### config.mk
export PLATFORM = sky130hd
export DESIGN_NAME = riscv_cache_linefill
export DESIGN_NICKNAME = d
export VERILOG_FILES = /design/src/rtl/riscv_cache_linefill.sv
export SDC_FILE = /design/constraint.sdc
export NUM_CORES = 1
export LEC_CHECK = 0
export BUFFER_PORTS_ARGS = -buffer_cell sky130_fd_sc_hd__buf_2
export CAP_MARGIN = 20
export CORE_MARGIN = 3
export CORE_UTILIZATION = 50
export CTS_BUF_LIST = sky130_fd_sc_hd__clkbuf_8 sky130_fd_sc_hd__clkbuf_16
export CTS_CLUSTER_SIZE = 10
export DETAILED_ROUTE_END_ITERATION = 8
export PLACE_DENSITY = 0.91
export SYNTH_ARGS = -nofsm -noshare
export SYNTH_HDL_FRONTEND = slang
export SYNTH_SLANG_ARGS = --single-unit
### constraint.sdc
create_clock -name clk_i -period 2.4 [get_ports clk_i]
set_input_delay 0.48 -clock clk_i [delete_from_list [all_inputs] [get_ports clk_i]]
set_output_delay 0.48 -clock clk_i [all_outputs]
set_load 0.1 [all_outputs]
### src/rtl/riscv_cache_linefill.sv
// Cache line-fill receiver: one BIU burst read per miss, early critical-word forward, full-line write.
// Optional RV_CACHE_CRITICAL_WORD_FIRST_EN: request the word-aligned miss address and fill from the critical word.
module riscv_cache_linefill #(
  parameter int unsigned XLEN       = 32,
  parameter int unsigned BLOCK_SIZE = 4 * XLEN
) (
  input  logic                  rst_ni,
  input  logic                  clk_i,
  input  logic                  flush_i,
  input  logic                  fill_req_i,
  input  logic [XLEN-1:0]       fill_adr_i,
  output logic                  biu_stb_o,
  input  logic                  biu_stb_ack_i,
  output logic [XLEN-1:0]       biu_adri_o,
  input  logic                  biu_d_ack_i,
  input  logic [XLEN-1:0]       biu_q_i,
  input  logic                  biu_err_i,
  output logic [BLOCK_SIZE-1:0] line_o,
  output logic                  line_we_o,
  output logic [XLEN-1:0]       word_o,
  output logic                  word_vld_o,
  output logic                  busy_o,
  output logic                  err_o
);

  localparam int unsigned BURST = BLOCK_SIZE / XLEN;
  localparam int unsigned PTR_W = $clog2(BURST);
  localparam int unsigned BOFS  = $clog2(XLEN / 8);
  localparam int unsigned LOFS  = $clog2(BLOCK_SIZE / 8);

`ifdef RV_CACHE_CRITICAL_WORD_FIRST_EN
  localparam logic [XLEN-1:0] ADR_MASK = ~((XLEN'(1) << BOFS) - XLEN'(1));
`else
  localparam logic [XLEN-1:0] ADR_MASK = ~((XLEN'(1) << LOFS) - XLEN'(1));
`endif

  typedef enum logic [2:0] {S_IDLE, S_REQ, S_BURST, S_DRAIN, S_WRITE} state_t;

  state_t           r_state;
  logic [PTR_W-1:0] r_ptr;
  logic [PTR_W-1:0] r_cnt;
  logic [PTR_W-1:0] r_wofs;
  logic [PTR_W-1:0] w_wofs;
  logic [PTR_W-1:0] w_start;
  logic             w_last;

  assign w_wofs = fill_adr_i[BOFS +: PTR_W];
  assign w_last = (r_cnt == PTR_W'(BURST - 1));

`ifdef RV_CACHE_CRITICAL_WORD_FIRST_EN
  assign w_start = w_wofs;
`else
  assign w_start = '0;
`endif

  // Fill FSM; all outputs are registered, pulses default low every cycle.
  always_ff @(posedge clk_i or negedge rst_ni) begin
    if (!rst_ni) begin
      r_state    <= S_IDLE;
      r_ptr      <= '0;
      r_cnt      <= '0;
      r_wofs     <= '0;
      biu_stb_o  <= 1'b0;
      biu_adri_o <= '0;
      line_o     <= '0;
      line_we_o  <= 1'b0;
      word_o     <= '0;
      word_vld_o <= 1'b0;
      busy_o     <= 1'b0;
      err_o      <= 1'b0;
    end else begin
      line_we_o  <= 1'b0;
      word_vld_o <= 1'b0;
      err_o      <= 1'b0;
      case (r_state)
        S_IDLE: begin
          if (fill_req_i && !flush_i) begin
            r_wofs     <= w_wofs;
            biu_adri_o <= fill_adr_i & ADR_MASK;
            r_ptr      <= w_start;
            r_cnt      <= '0;
            biu_stb_o  <= 1'b1;
            busy_o     <= 1'b1;
            r_state    <= S_REQ;
          end
        end
        S_REQ: begin
          if (biu_stb_ack_i) begin
            biu_stb_o <= 1'b0;
            r_state   <= flush_i ? S_DRAIN : S_BURST;
          end else if (flush_i) begin
            biu_stb_o <= 1'b0;
            busy_o    <= 1'b0;
            r_state   <= S_IDLE;
          end
        end
        S_BURST: begin
          if (flush_i) begin
            // A beat in the flush cycle is consumed like a drained beat.
            r_state <= S_DRAIN;
            if (biu_d_ack_i) begin
              r_cnt <= r_cnt + 1'b1;
              if (biu_err_i || w_last) begin
                busy_o  <= 1'b0;
                r_state <= S_IDLE;
              end
            end
          end else if (biu_d_ack_i) begin
            if (biu_err_i) begin
              err_o   <= 1'b1;
              busy_o  <= 1'b0;
              r_state <= S_IDLE;
            end else begin
              line_o[r_ptr*XLEN +: XLEN] <= biu_q_i;
              r_ptr <= r_ptr + 1'b1;
              r_cnt <= r_cnt + 1'b1;
              if (r_ptr == r_wofs) begin
                word_o     <= biu_q_i;
                word_vld_o <= 1'b1;
              end
              if (w_last) begin
                line_we_o <= 1'b1;
                r_state   <= S_WRITE;
              end
            end
          end
        end
        S_DRAIN: begin
          if (biu_d_ack_i) begin
            r_cnt <= r_cnt + 1'b1;
            if (biu_err_i || w_last) begin
              busy_o  <= 1'b0;
              r_state <= S_IDLE;
            end
          end
        end
        S_WRITE: begin
          busy_o  <= 1'b0;
          r_state <= S_IDLE;
        end
        default: begin
          busy_o  <= 1'b0;
          r_state <= S_IDLE;
        end
      endcase
    end
  end

endmodule

**Yosys cells after proc, flatten, opt, wreduce, memory -nomap -nowiden**

Index checks and enable logic that the tools add are counted.

- Bits in registers: 202
- Bits of input ports: 71
- Output and inout bits: 197
- Word-level logic and storage cells: 101

- Add/subtract/negate cells: 3
- Equality and inequality tests: 18
- Shift-type cells: 2
- Muxes and demuxes: 49
- Bitwise logic cells: 2
- Reductions and logical operators: 15

Operator list:

| cell | count |
|---|---|
| $bwmux W128 | 1 |
| $shift A32 B34 Y128 const A | 1 |
| $shiftx A32 B34 Y128 | 1 |
| $neg A7 Y34 | 1 |
| $mux W3 | 9 |
| $mux W1 | 24 |
| $mux W2 | 10 |
| $ne A2 B2 Y1 const B | 8 |
| $reduce_and A5 Y1 | 3 |
| $ne A3 B3 Y1 const B | 4 |
| $pmux W3 S4 | 1 |
| $reduce_and A4 Y1 | 2 |
| $eq A3 B2 Y1 const B | 2 |
| $pmux W2 S3 | 1 |
| $reduce_and A6 Y1 | 1 |
| $add A2 B1 Y2 const B | 2 |
| $ne A4 B4 Y1 const B | 1 |
| $pmux W1 S4 | 1 |
| $pmux W2 S2 | 1 |
| $reduce_bool A2 Y1 | 2 |
| $eq A3 B1 Y1 const B | 1 |
| $logic_not A3 Y1 | 1 |
| $reduce_and A3 Y1 | 1 |
| $reduce_bool A3 Y1 | 1 |
| other kinds (8) | 9 |

**Logic depth before layout (Yosys ltp)**

Gate-level depths: netlist (run 1).

- Depth after elaboration: 6
- Depth in mapped cells: 8
- Gate-level depth less buffers: 6

**Worst setup path after synthesis (run 1)**

No wires, ideal clock.

- Path type: input port to flip-flop
- Start point: input port flush_i
- End point: register word_o[10]
- Library setup time: 125 ps
- Arrival: 1,846 ps
- Required time: 2,275 ps
- Slack: 429 ps
- Stages on the path: 6
- Buffers on the path: 2
- Cells stage by stage: buf_2 -> nor3_4 -> nand2_2 -> nor3_4 -> buf_4 -> mux2_2

- Cells in the longest elaborated chain, start to end: 2

Ends and longest elaborated chain:

| item | RTL line | RTL |
|---|---|---|
| start, declared | 9 | `input logic flush_i,` |
| $not A1 Y1 (no line) | -- |  |
| $reduce_and A5 Y1 (no line) | -- |  |
| end signal, assigned | 118 | `word_o <= biu_q_i;` |
| end, declared | 20 | `output logic [XLEN-1:0] word_o,` |

No other way between the ends.
A chain may end at the register's enable or synchronous reset.

**Worst setup path after layout (run 1)**

- Start point: register r_ptr[1]
- End point: register line_o[70]

- Cells in the longest elaborated chain, start to end: 3
- Elaborated cells between the ends (all ways): 4
- Classes of those cells: 1 x add/sub; 2 x shift; 1 x mux

Ends and longest elaborated chain:

| item | RTL line | RTL |
|---|---|---|
| start, declared | 40 | `logic [PTR_W-1:0] r_ptr;` |
| start signal, assigned | 80 | `r_ptr <= w_start;` |
| start signal, assigned | 115 | `r_ptr <= r_ptr + 1'b1;` |
| $neg A7 Y34 (*) | 114 | `line_o[r_ptr*XLEN +: XLEN] <= biu_q_i;` |
| $shiftx A32 B34 Y128 / $shift A32 B34 Y128 (equally long branches) | 114 |  |
| $bwmux W128 (*) | 114 |  |
| end signal, assigned by index | 114 |  |
| end, declared | 18 | `output logic [BLOCK_SIZE-1:0] line_o,` |

Every way passes the cells marked *; elsewhere a longest branch is shown, timed or not.

==> results of run 1 <==
[worst min path at each step]
stage                   start  depth (start not counted)             end  slack [ns]
2_1_floorplan          rst_ni                          0  biu_adri_o[10]        0.18
3_3_place_gp       line_o[95]                          2      line_o[95]        0.46
3_5_place_dp       line_o[79]                          2      line_o[79]        0.46
4_1_cts        fill_adr_i[26]                          2  biu_adri_o[26]        0.20
5_1_grt        fill_adr_i[11]                          2  biu_adri_o[11]        0.20
6_report       fill_adr_i[24]                          2  biu_adri_o[24]        0.22
[flip-flops by register name (all words and copies together) (netlist names)]
signal      count
line_o        128
word_o         32
biu_adri_o     28
r_state         3
r_cnt           2
r_ptr           2
r_wofs          2
biu_stb_o       1
busy_o          1
err_o           1
line_we_o       1
word_vld_o      1
[placed cells by master (no fill, tap or decap), types with 4 or more instances in the layout]
cell type,netlist,layout
o21ai_0,132,132
buf_4,7,16
nand2_1,258,258
conb_1,1,4
ha_1,6,6
nand2b_1,4,4
inv_1,6,9
buf_2,3,260
clkbuf_16,0,25
and3_1,4,4
buf_12,0,8
dfrtp_1,202,202
nand3_2,0,4
mux2_2,60,60
nor2_1,5,5
[area by class of cell]
cell class	instances	area, sq um
repair buffers	286	1610
inverters	6	22.5
well taps	211	264
multi-input cells	513	2810
clock inverters	4	18.8
flip-flops and latches	202	5050
clock buffers	25	626
fillers	1155	5080
[synthesized netlist by cell type (2+ instances only)]
library cell / instances / area [sq um]
nor3_4: 2 / 32.5
nand3b_1: 2 / 15.0
buf_2: 3 / 15.0
clkbuf_1: 41 / 154
and3_1: 4 / 25.0
o31ai_1: 2 / 15.0
buf_4: 7 / 52.6
nor2_1: 5 / 18.8
o21ai_0: 132 / 661
mux2_2: 60 / 676
mux2_1: 3 / 33.8
or3_1: 2 / 12.5
xor2_1: 3 / 26.3
a21oi_1: 2 / 10.0
inv_1: 6 / 22.5
ha_1: 6 / 75.1
a22o_1: 2 / 17.5
dfrtp_1: 202 / 5050
nand2_1: 258 / 968
nor3_1: 4 / 20.0
nand2b_1: 4 / 25.0
nand3_1: 5 / 25.0
[per-stage QoR]
stage | instances | util, %
final | 1247 | 67.2
after global placement | 1217 | 62.9
after floorplan | 772 | -
after detailed placement | 1217 | 62.9
after CTS | 1247 | 67.2
after global routing | 1247 | 67.2
[worst max-delay path: cells and delay by family (launching register included)]
kind / cells / cell delay [ns]
buffers and inverters: 3 / 0.55
and+or+nand+nor: 2 / 0.34
DFF: 1 / 0.43
AOI/OAI and AO/OA: 1 / 0.17
adders and majority gates: 1 / 0.35
[power by group through the flow]
stage	clock network (W)	registers, W	logic (W)
2_1_floorplan	0	0.00999	0.00148
3_3_place_gp	0	0.00468	0.00825
3_5_place_dp	0	0.00474	0.00838
4_1_cts	0.00314	0.00470	0.00840
5_1_grt	0.00330	0.00480	0.00867
6_report	0.00309	0.00470	0.00837
[kinds of logic (layout without fill, tap and decap cells)]
group,after synthesis,in the layout
compound gates,147,147
xor+xnor,3,3
mux,63,63
other cells,1,4
buf+inv,57,321
simple gates,290,290
fa+ha+maj,6,6
flops,202,202
[metal layers]
| metal | global-route usage [%] | vias to the layer above | part of all wire, % |
|---|---|---|---|
| met5 | 0 | - | 0 |
| met4 | 7.56 | 0 | 2.5 |
| met3 | 5.93 | 45 | 8.4 |
| met2 | 41.9 | 329 | 51 |
| met1 | 30.2 | 3242 | 38 |
| li1 | - | 3061 | - |
[timing repair]
item	4_1_cts	5_1_grt
gates resized for setup	0	0
hold endpoints to repair	47	0
hold buffers	1	0
==> flow_metrics.tcl, run 1 <==
set metrics [dict create \
    reg2reg_depth 7 \
    hold_path.class "in -> reg" \
    antenna_found_initial 0 \
    r2r_start "r_ptr[1]" \
    power_w 0.0162 \
    crit_path_start_kind "register" \
    numCtsBuffers 24 \
    synth-async-reset-ratio_pct 100 \
    finalCritPeriodShare_pct 81.0 \
    ys_ff_latch 202 \
    critPathSlowestCell "dfrtp_1" \
    placementRows 45 \
    comb_power_share_pct 51.8 \
    cp_cell_sequence "inv_1 -> ha_1 -> inv_1 -> nor3_2 -> buf_4 -> nand2_1 -> o21ai_0" \
    worst_slew_pin_slew_ns 0.526 \
    skew_ns 0.00837 \
    drv_cap 0 \
    cts_setup_buffers 0 \
    cts-root-buf "clkbuf_16" \
    status "finished, final reports clean" \
    cp_data_required_time_ns 2.81 \
    dp_slack_ns 0.444 \
    n_antenna_cell 0 \
    yosys-mux-area-fraction_pct 8.80 \
    finalWirelength_um 21900 \
    vias 6677 \
    power_frac_seq_pct 29.1 \
    area_growth_pct 29.0 \
    clkLatencyLatePin_ns 0.50 \
    cp_max_fo 22 \
    period_needed_ns 1.94 \
    finalHoldViolCount 0 \
    post_drt_wl_per_cell_um 17.6 \
    tritoncts "yes" \
    dieArea_sq_um 17700 \
    slew_violations 0 \
    grt_pass1_vias 6717 \
    worstSetupEndpoint "line_o[70]" \
    synthAdderAreaFrac_pct 0.931 \
    drt-initial-drc-count 351 \
    yosysSeqAreaShare_pct 62.7 \
    netlist_area_sq_um 8060 \
    start_util_pct 52.1 \
    core_area_sq_um 15500 \
    synth_edf_count 0 \
    place_area_sq_um 9750 \
    grt_overflow 0 \
    grtUsageTotal_pct 24.3 \
    clock-sinks 202 \
    die_height_um 133 \
    synth-xor-area-share_pct 0.326 \
    finalSetupViolations 0 \
    postLayoutCellArea_sq_um 10400 \
    synth-compound-area-share_pct 9.65 \
    ff2ff_setup_slack_ns 0.46 \
    clkTransAtPathRegs_ns 0.06 \
    p_leak_nw 5.34 \
    dieWidth_um 133 \
    cp_common_cell "inv_1" \
    cts_buffer_depth 3 \
    switching_share_pct 54.0 \
    fin_setup_tns_ns 0 \
    dp_hpwl_um 15200 \
    drive_gt1_share_pct 36.9 \
    ioPinCount 268 \
    drc 0 \
    crit_path_start "r_ptr[1]" \
    grt_setup_unrepaired "false" \
    postRouteAntennaNets 0 \
    p_int_w 0.00744 \
    synth-simple-area-share_pct 14.5 \
    end_kind "register" \
    r2r-end "line_o[70]" \
    ys_warn_count 0 \
    slew_headroom_pct 65.2 \
    synth_cell_types 36 \
    port_buffers 261 \
    p_per_area_nw_per_um2 1550 \
    synth_cells 769 \
    vias_per_cell 5.35 \
    grt_pass1_wl_um 34800 \
    vdd_drop_max_mv 2.05 \
    crit_path_max_incr_delay_ns 0.43 \
    clock.fmax_mhz 514 \
    synth_ff_type "dfrtp_1" \
    syn_avg_cell_area_sq_um 10.5 \
    critical_path_arrival_ns 2.35 \
    switching_power_w 0.00873 \
    num-nets-final 1110 \
    cts_max_level 1 \
    grt_max_degree 65 \
    firstDrtPassIters 5 \
    critPathKind "reg -> reg" \
    setup_ws_ns 0.455 \
    clock_power_share_pct 19.1 \
    synth_top_family_by_area "simple AND/OR/NAND/NOR gates" \
    gp_congestion 0.799 \
    holdWs_ns 0.218 \
]
Note: power is estimated with default switching activity, not from simulation.
==> run 2: changes to the inputs <==
--- a/config.mk
+++ b/config.mk
@@ -5,14 +5,15 @@
 export SDC_FILE = /design/constraint.sdc
 export NUM_CORES = 1
 export LEC_CHECK = 0
+export ABC_AREA = 1
 export BUFFER_PORTS_ARGS = -buffer_cell sky130_fd_sc_hd__buf_2
 export CAP_MARGIN = 20
 export CORE_MARGIN = 3
-export CORE_UTILIZATION = 50
+export CORE_UTILIZATION = 52
 export CTS_BUF_LIST = sky130_fd_sc_hd__clkbuf_8 sky130_fd_sc_hd__clkbuf_16
 export CTS_CLUSTER_SIZE = 10
 export DETAILED_ROUTE_END_ITERATION = 8
-export PLACE_DENSITY = 0.91
+export PLACE_DENSITY = 0.92
 export SYNTH_ARGS = -nofsm -noshare
 export SYNTH_HDL_FRONTEND = slang
 export SYNTH_SLANG_ARGS = --single-unit
==> constraint.sdc (replaced) <==
create_clock -name clk_i -period 1.8 [get_ports clk_i]
set_input_delay 0.36 -clock clk_i [delete_from_list [all_inputs] [get_ports clk_i]]
set_output_delay 0.36 -clock clk_i [all_outputs]
set_load 0.1 [all_outputs]
==> flow_metrics.tcl, run 2 <==
set metrics [dict create \
    status "finished, final reports clean" \
    synth_ff_type "dfrtp_1" \
    finalWirelength_um 26300 \
    grt_pass1_vias 7754 \
    yosysMostFrequentCell "nand2_1" \
    num-nets-final 1352 \
    n_antenna_cell 0 \
    dp_hpwl_um 17900 \
    ys_ff_latch 202 \
    power_frac_seq_pct 27.5 \
    reg_top3 "line_o x128, word_o x32, biu_adri_o x28" \
    postRouteAntennaNets 0 \
    cts-root-buf "clkbuf_16" \
    comb_power_share_pct 54.5 \
    crit_family "buffers and inverters" \
    yosys-top-cells-area "dfrtp_1 (56%), nand2_1 (18%), o21ai_2 (7.2%)" \
    critPathSlowestCell "dfrtp_1" \
    clock.fmax_mhz 567 \
    seq_area_sq_um 5050 \
    vias_per_cell 5.25 \
    area_growth_pct 25.6 \
    drive_gt1_share_pct 32.7 \
    yosysTopAreaCell "dfrtp_1" \
    setup_ws_ns 0.0361 \
    port_buffers 261 \
    clkLatencyLatePin_ns 0.51 \
    final_cell_mix "nand2_1 (432), buf_2 (260), dfrtp_1 (202)" \
    grt_use_met2_pct 45.0 \
    finalHoldViolCount 0 \
    post_drt_wl_per_cell_um 17.6 \
    skew_ns 0.0211 \
    cts_buffer_depth 3 \
    syn_avg_cell_area_sq_um 8.94 \
    period_needed_ns 1.76 \
    end_kind "register" \
    tritoncts "yes" \
    switching_share_pct 55.9 \
    ys_warn_count 0 \
    largest_reg_flops 128 \
    cp_cell_sequence "inv_2 -> ha_2 -> inv_1 -> nor3_4 -> buf_4 -> buf_12 -> nand2_1 -> o21ai_2" \
    worst_slew_pin_slew_ns 0.552 \
    final_common_cell "nand2_1" \
    netlist_area_sq_um 8990 \
    drv_cap 0 \
    critical_path_arrival_ns 2.19 \
    clock_power_share_pct 18.0 \
    numCtsBuffers 24 \
    largest-register "line_o" \
    finalSetupViolations 0 \
    vdd_drop_max_mv 2.24 \
    slew_headroom_pct 63.5 \
    p_per_area_nw_per_um2 2030 \
    grt_pass1_wl_um 39800 \
    gp_congestion 0.830 \
    p_leak_nw 6.31 \
    yosysSeqAreaShare_pct 56.2 \
    cp_max_fo 9 \
    die_height_um 138 \
    synth_edf_count 0 \
    antenna_found_initial 0 \
    firstDrtPassIters 5 \
    placementRows 47 \
    dieArea_sq_um 18900 \
    slew_violations 0 \
    grtUsageTotal_pct 26.9 \
    drt-initial-drc-count 550 \
    finalCritPeriodShare_pct 98.0 \
    cp_data_required_time_ns 2.23 \
    dp_slack_ns -0.0387 \
    globalRoute.busiestLayer "met2" \
    p_int_w 0.0101 \
    cts_max_level 1 \
    fillCellCount 1283 \
    hold_path.class "in -> reg" \
    critPathBufInv 4 \
    synth-async-reset-ratio_pct 100 \
    synth_cell_types 30 \
    crit_path_start_kind "register" \
    dieWidth_um 138 \
    grtUsageMet1_pct 33.6 \
    critPathKind "reg -> reg" \
    yosysTopAreaCellShare_pct 56.2 \
    use_met3_pct 6.25 \
    netlist_top_cells_count "nand2_1 (432), dfrtp_1 (202), o21ai_2 (74), inv_1 (69), o21ai_1 (54)" \
    vias 7853 \
    crit_path_max_incr_delay_ns 0.40 \
    clkTransAtPathRegs_ns 0.06 \
    core_area_sq_um 16800 \
    drc 0 \
    synth_cells 1006 \
    ioPinCount 268 \
    grt_overflow 0 \
    grt_max_degree 65 \
    multiInputGateArea_sq_um 3280 \
    clock-sinks 202 \
    switching_power_w 0.0128 \
    final_core_util_pct 67.4 \
    start_util_pct 53.7 \
]
-- run 2: kinds of logic after synthesis --
family                     synth area share, %
and+or+nand+nor                           22.5
DFF                                       56.2
AOI/OAI and AO/OA                         12.3
buffers and inverters                     7.92
adders and majority gates                0.835
xor gates and xnor gates                 0.195
other                                   0.0417
-- run 2: tightest hold or removal path, delay by kind of cell --
family                 cells  cell delay [ns]
buffers and inverters      2             0.14
AO/OA/AOI/OAI              1             0.07
-- run 2: path summary, 6_finish.rpt --
check / start / end / slack (ns) / depth (start not counted)
min reg2reg: word_o[27] / word_o[27] / 0.47 / 2
max: r_ptr[0] / line_o[13] / 0.04 / 8
max in group asynchronous: rst_ni / line_o[67] / 0.71 / 3
min: fill_adr_i[19] / biu_adri_o[19] / 0.10 / 3
min in group asynchronous: rst_ni / line_o[16] / 0.36 / 2
max reg2reg: r_ptr[0] / line_o[13] / 0.04 / 8
-- run 2: cell type report --
type                       count  share of cell area, %
clock buffer                  24                   5.32
timing repair buffer         296                   15.7
sequential                   202                   44.8
clock inverter                 4                  0.288
inverter                      73                   2.45
tap                          220                   2.44
multi-input combinational    678                   29.0
-- run 2: per-layer routing --
| metal | part of all wire (%) | wire length [um] |
|---|---|---|
| met5 | 0 | 0 |
| met4 | 3.2 | 849 |
| met3 | 9.7 | 2560 |
| met2 | 48 | 12700 |
| met1 | 39 | 10200 |
-- run 2: per-stage QoR --
stage                     area (sq um)  total power [W]  std cells  hold WS, ns  setup TNS, ns
final                            11300           0.0229       1497        0.101              0
after global routing             11300           0.0238       1497        0.110        -0.0298
after CTS                        11200           0.0226       1493       0.0770              0
after detailed placement         10600           0.0183       1464        0.330        -0.0387
after global placement           10600           0.0181       1464        0.326              0
after floorplan                   9010           0.0159       1009       0.0644              0
-- run 2: power by group through the flow --
stage	combinational [W]	sequential [W]	clock [W]
floorplan	0.00237	0.0135	0
global placement	0.0119	0.00627	0
detailed placement	0.0121	0.00628	0
CTS	0.0121	0.00627	0.00422
global route	0.0130	0.00640	0.00439
finish	0.0125	0.00629	0.00412
-- run 2: what timing repair did --
item                       in CTS  in global routing
resized for setup               3                 10
pin swaps                       0                  1
gates cloned                    0                  2
hold buffers                    1                  0
buffers inserted                0                  2
hold endpoints to repair       40                  0
setup endpoints to repair       7                 11
==> run 3: changes to the inputs <==
--- a/config.mk
+++ b/config.mk
@@ -8,7 +8,7 @@
 export ABC_AREA = 1
 export BUFFER_PORTS_ARGS = -buffer_cell sky130_fd_sc_hd__buf_2
 export CAP_MARGIN = 20
-export CORE_MARGIN = 3
+export CORE_MARGIN = 5
 export CORE_UTILIZATION = 52
 export CTS_BUF_LIST = sky130_fd_sc_hd__clkbuf_8 sky130_fd_sc_hd__clkbuf_16
 export CTS_CLUSTER_SIZE = 10
==> flow_metrics.tcl, run 3 (same netlist as run 2, synthesis figures left out) <==
set metrics [dict create \
    grt_pass1_wl_um 41800 \
    skew_ns 0.0124 \
    power_frac_seq_pct 27.8 \
    port_buffers 261 \
    p_int_w 0.00998 \
    final_common_cell "nand2_1" \
    slew_violations 0 \
    drv_cap 0 \
    status "finished, final reports clean" \
    tritoncts "yes" \
    finalSetupViolations 0 \
    area_growth_pct 25.5 \
    fillCellCount 1290 \
    dp_hpwl_um 18800 \
    grtUsageTotal_pct 26.2 \
    finalHoldViolCount 0 \
    postRouteAntennaNets 0 \
    cts_setup_buffers 0 \
    reg_top3 "line_o x128, word_o x32, biu_adri_o x28" \
    clock.fmax_mhz 588 \
    largest-register "line_o" \
    comb_power_share_pct 53.8 \
    switching_share_pct 55.7 \
    n_antenna_cell 0 \
    numCtsBuffers 24 \
    final_core_util_pct 66.0 \
    core_area_sq_um 17100 \
    grt_max_degree 65 \
    placementRows 48 \
    seq_area_sq_um 5050 \
    vdd_drop_max_mv 1.87 \
    vias_per_cell 5.30 \
    period_needed_ns 1.70 \
    finalWirelength_um 26300 \
    antenna_found_initial 0 \
    cts_max_level 1 \
    clock_power_share_pct 18.4 \
    end_kind "register" \
    grt_pass1_vias 8070 \
    post_drt_wl_per_cell_um 17.5 \
    cp_max_fo 22 \
    critPathKind "reg -> reg" \
    dp_slack_ns 0.109 \
    final_cell_mix "nand2_1 (432), buf_2 (260), dfrtp_1 (202)" \
    final_cells 1500 \
    worst_slew_pin_slew_ns 0.525 \
    gp_congestion 0.859 \
    finalCritPeriodShare_pct 94.5 \
    dieArea_sq_um 20000 \
    vias 7950 \
    slew_headroom_pct 65.2 \
    drc 0 \
    dp.cells 1472 \
    clock-sinks 202 \
    grt_overflow 0 \
    cp_data_required_time_ns 2.21 \
    p_per_area_nw_per_um2 2000 \
    dieWidth_um 142 \
    start_util_pct 52.5 \
    largest_reg_flops 128 \
    firstDrtPassIters 5 \
    clkTransAtPathRegs_ns 0.05 \
    multiInputGateArea_sq_um 3270 \
    power_w 0.0225 \
    hold_path.class "in -> reg" \
    ioPinCount 268 \
    critical_path_arrival_ns 2.11 \
    cts-root-buf "clkbuf_16" \
    clkLatencyLatePin_ns 0.50 \
    setup_ws_ns 0.0981 \
    cts_buffer_depth 3 \
    num-nets-final 1351 \
    drive_gt1_share_pct 32.3 \
    p_leak_nw 6.30 \
    drt-initial-drc-count 584 \
    die_height_um 142 \
    switching_power_w 0.0126 \
    crit_path_start_kind "register" \
]
run 3: final cells by class:
cell class	count	area share [%]
Inverter	73	2.44
Tap cell	225	2.49
Timing Repair Buffer	295	15.7
Clock inverter	2	0.111
Sequential cell	202	44.8
Multi-Input combinational cell	678	28.9
Clock buffer	25	5.54
run 3: worst max-delay path, cell delays in order, from the launching register on:
cell	delay (ns)
dfrtp_1	0.37
inv_1	0.15
ha_2	0.35
nor3_4	0.26
buf_12	0.21
nand2_1	0.09
o21ai_1	0.18
run 3: what timing repair did:
item | 4_1_cts | 5_1_grt
resized for setup | 0 | 2
hold buffers | 1 | 0
endpoints found under the hold margin | 39 | 0
setup endpoints to repair | 0 | 18
run 3: final timing paths:
path,from,to,slack (ns),cells after the start
setup / recovery,r_ptr[0],line_o[20],0.1,6
hold / removal,fill_adr_i[19],biu_adri_o[19],0.11,3
setup reg to reg,r_ptr[0],line_o[20],0.1,6
hold reg to reg,line_o[60],line_o[60],0.47,2
max in group asynchronous,rst_ni,line_we_o,0.84,3
min in group asynchronous,rst_ni,line_o[43],0.37,2
run 3: power groups by stage:
| stage | Combinational, W | Clock (W) | Sequential [W] |
|---|---|---|---|
| after CTS | 0.0121 | 0.00423 | 0.00625 |
| after global routing | 0.0127 | 0.00442 | 0.00638 |
| after detailed placement | 0.0121 | 0 | 0.00628 |
| after floorplan | 0.00237 | 0 | 0.0135 |
| after global placement | 0.0119 | 0 | 0.00625 |
| final | 0.0121 | 0.00414 | 0.00627 |
run 3: stage by stage:
step                area (sq um)  hold slack [ns]  TNS [ns]
finish                     11300            0.113         0
CTS                        11300           0.0895         0
global placement           10600            0.337         0
detailed placement         10600            0.338         0
floorplan                   9010           0.0644         0
global route               11300            0.103  -0.00849
run 3: routing by layer:
layer	part of all wire [%]	vias up	track usage [%]
li1	-	3680	-
met1	38	3784	32.4
met2	48	417	44.8
met3	9.8	69	5.33
met4	4.2	0	11.1
met5	0	-	0
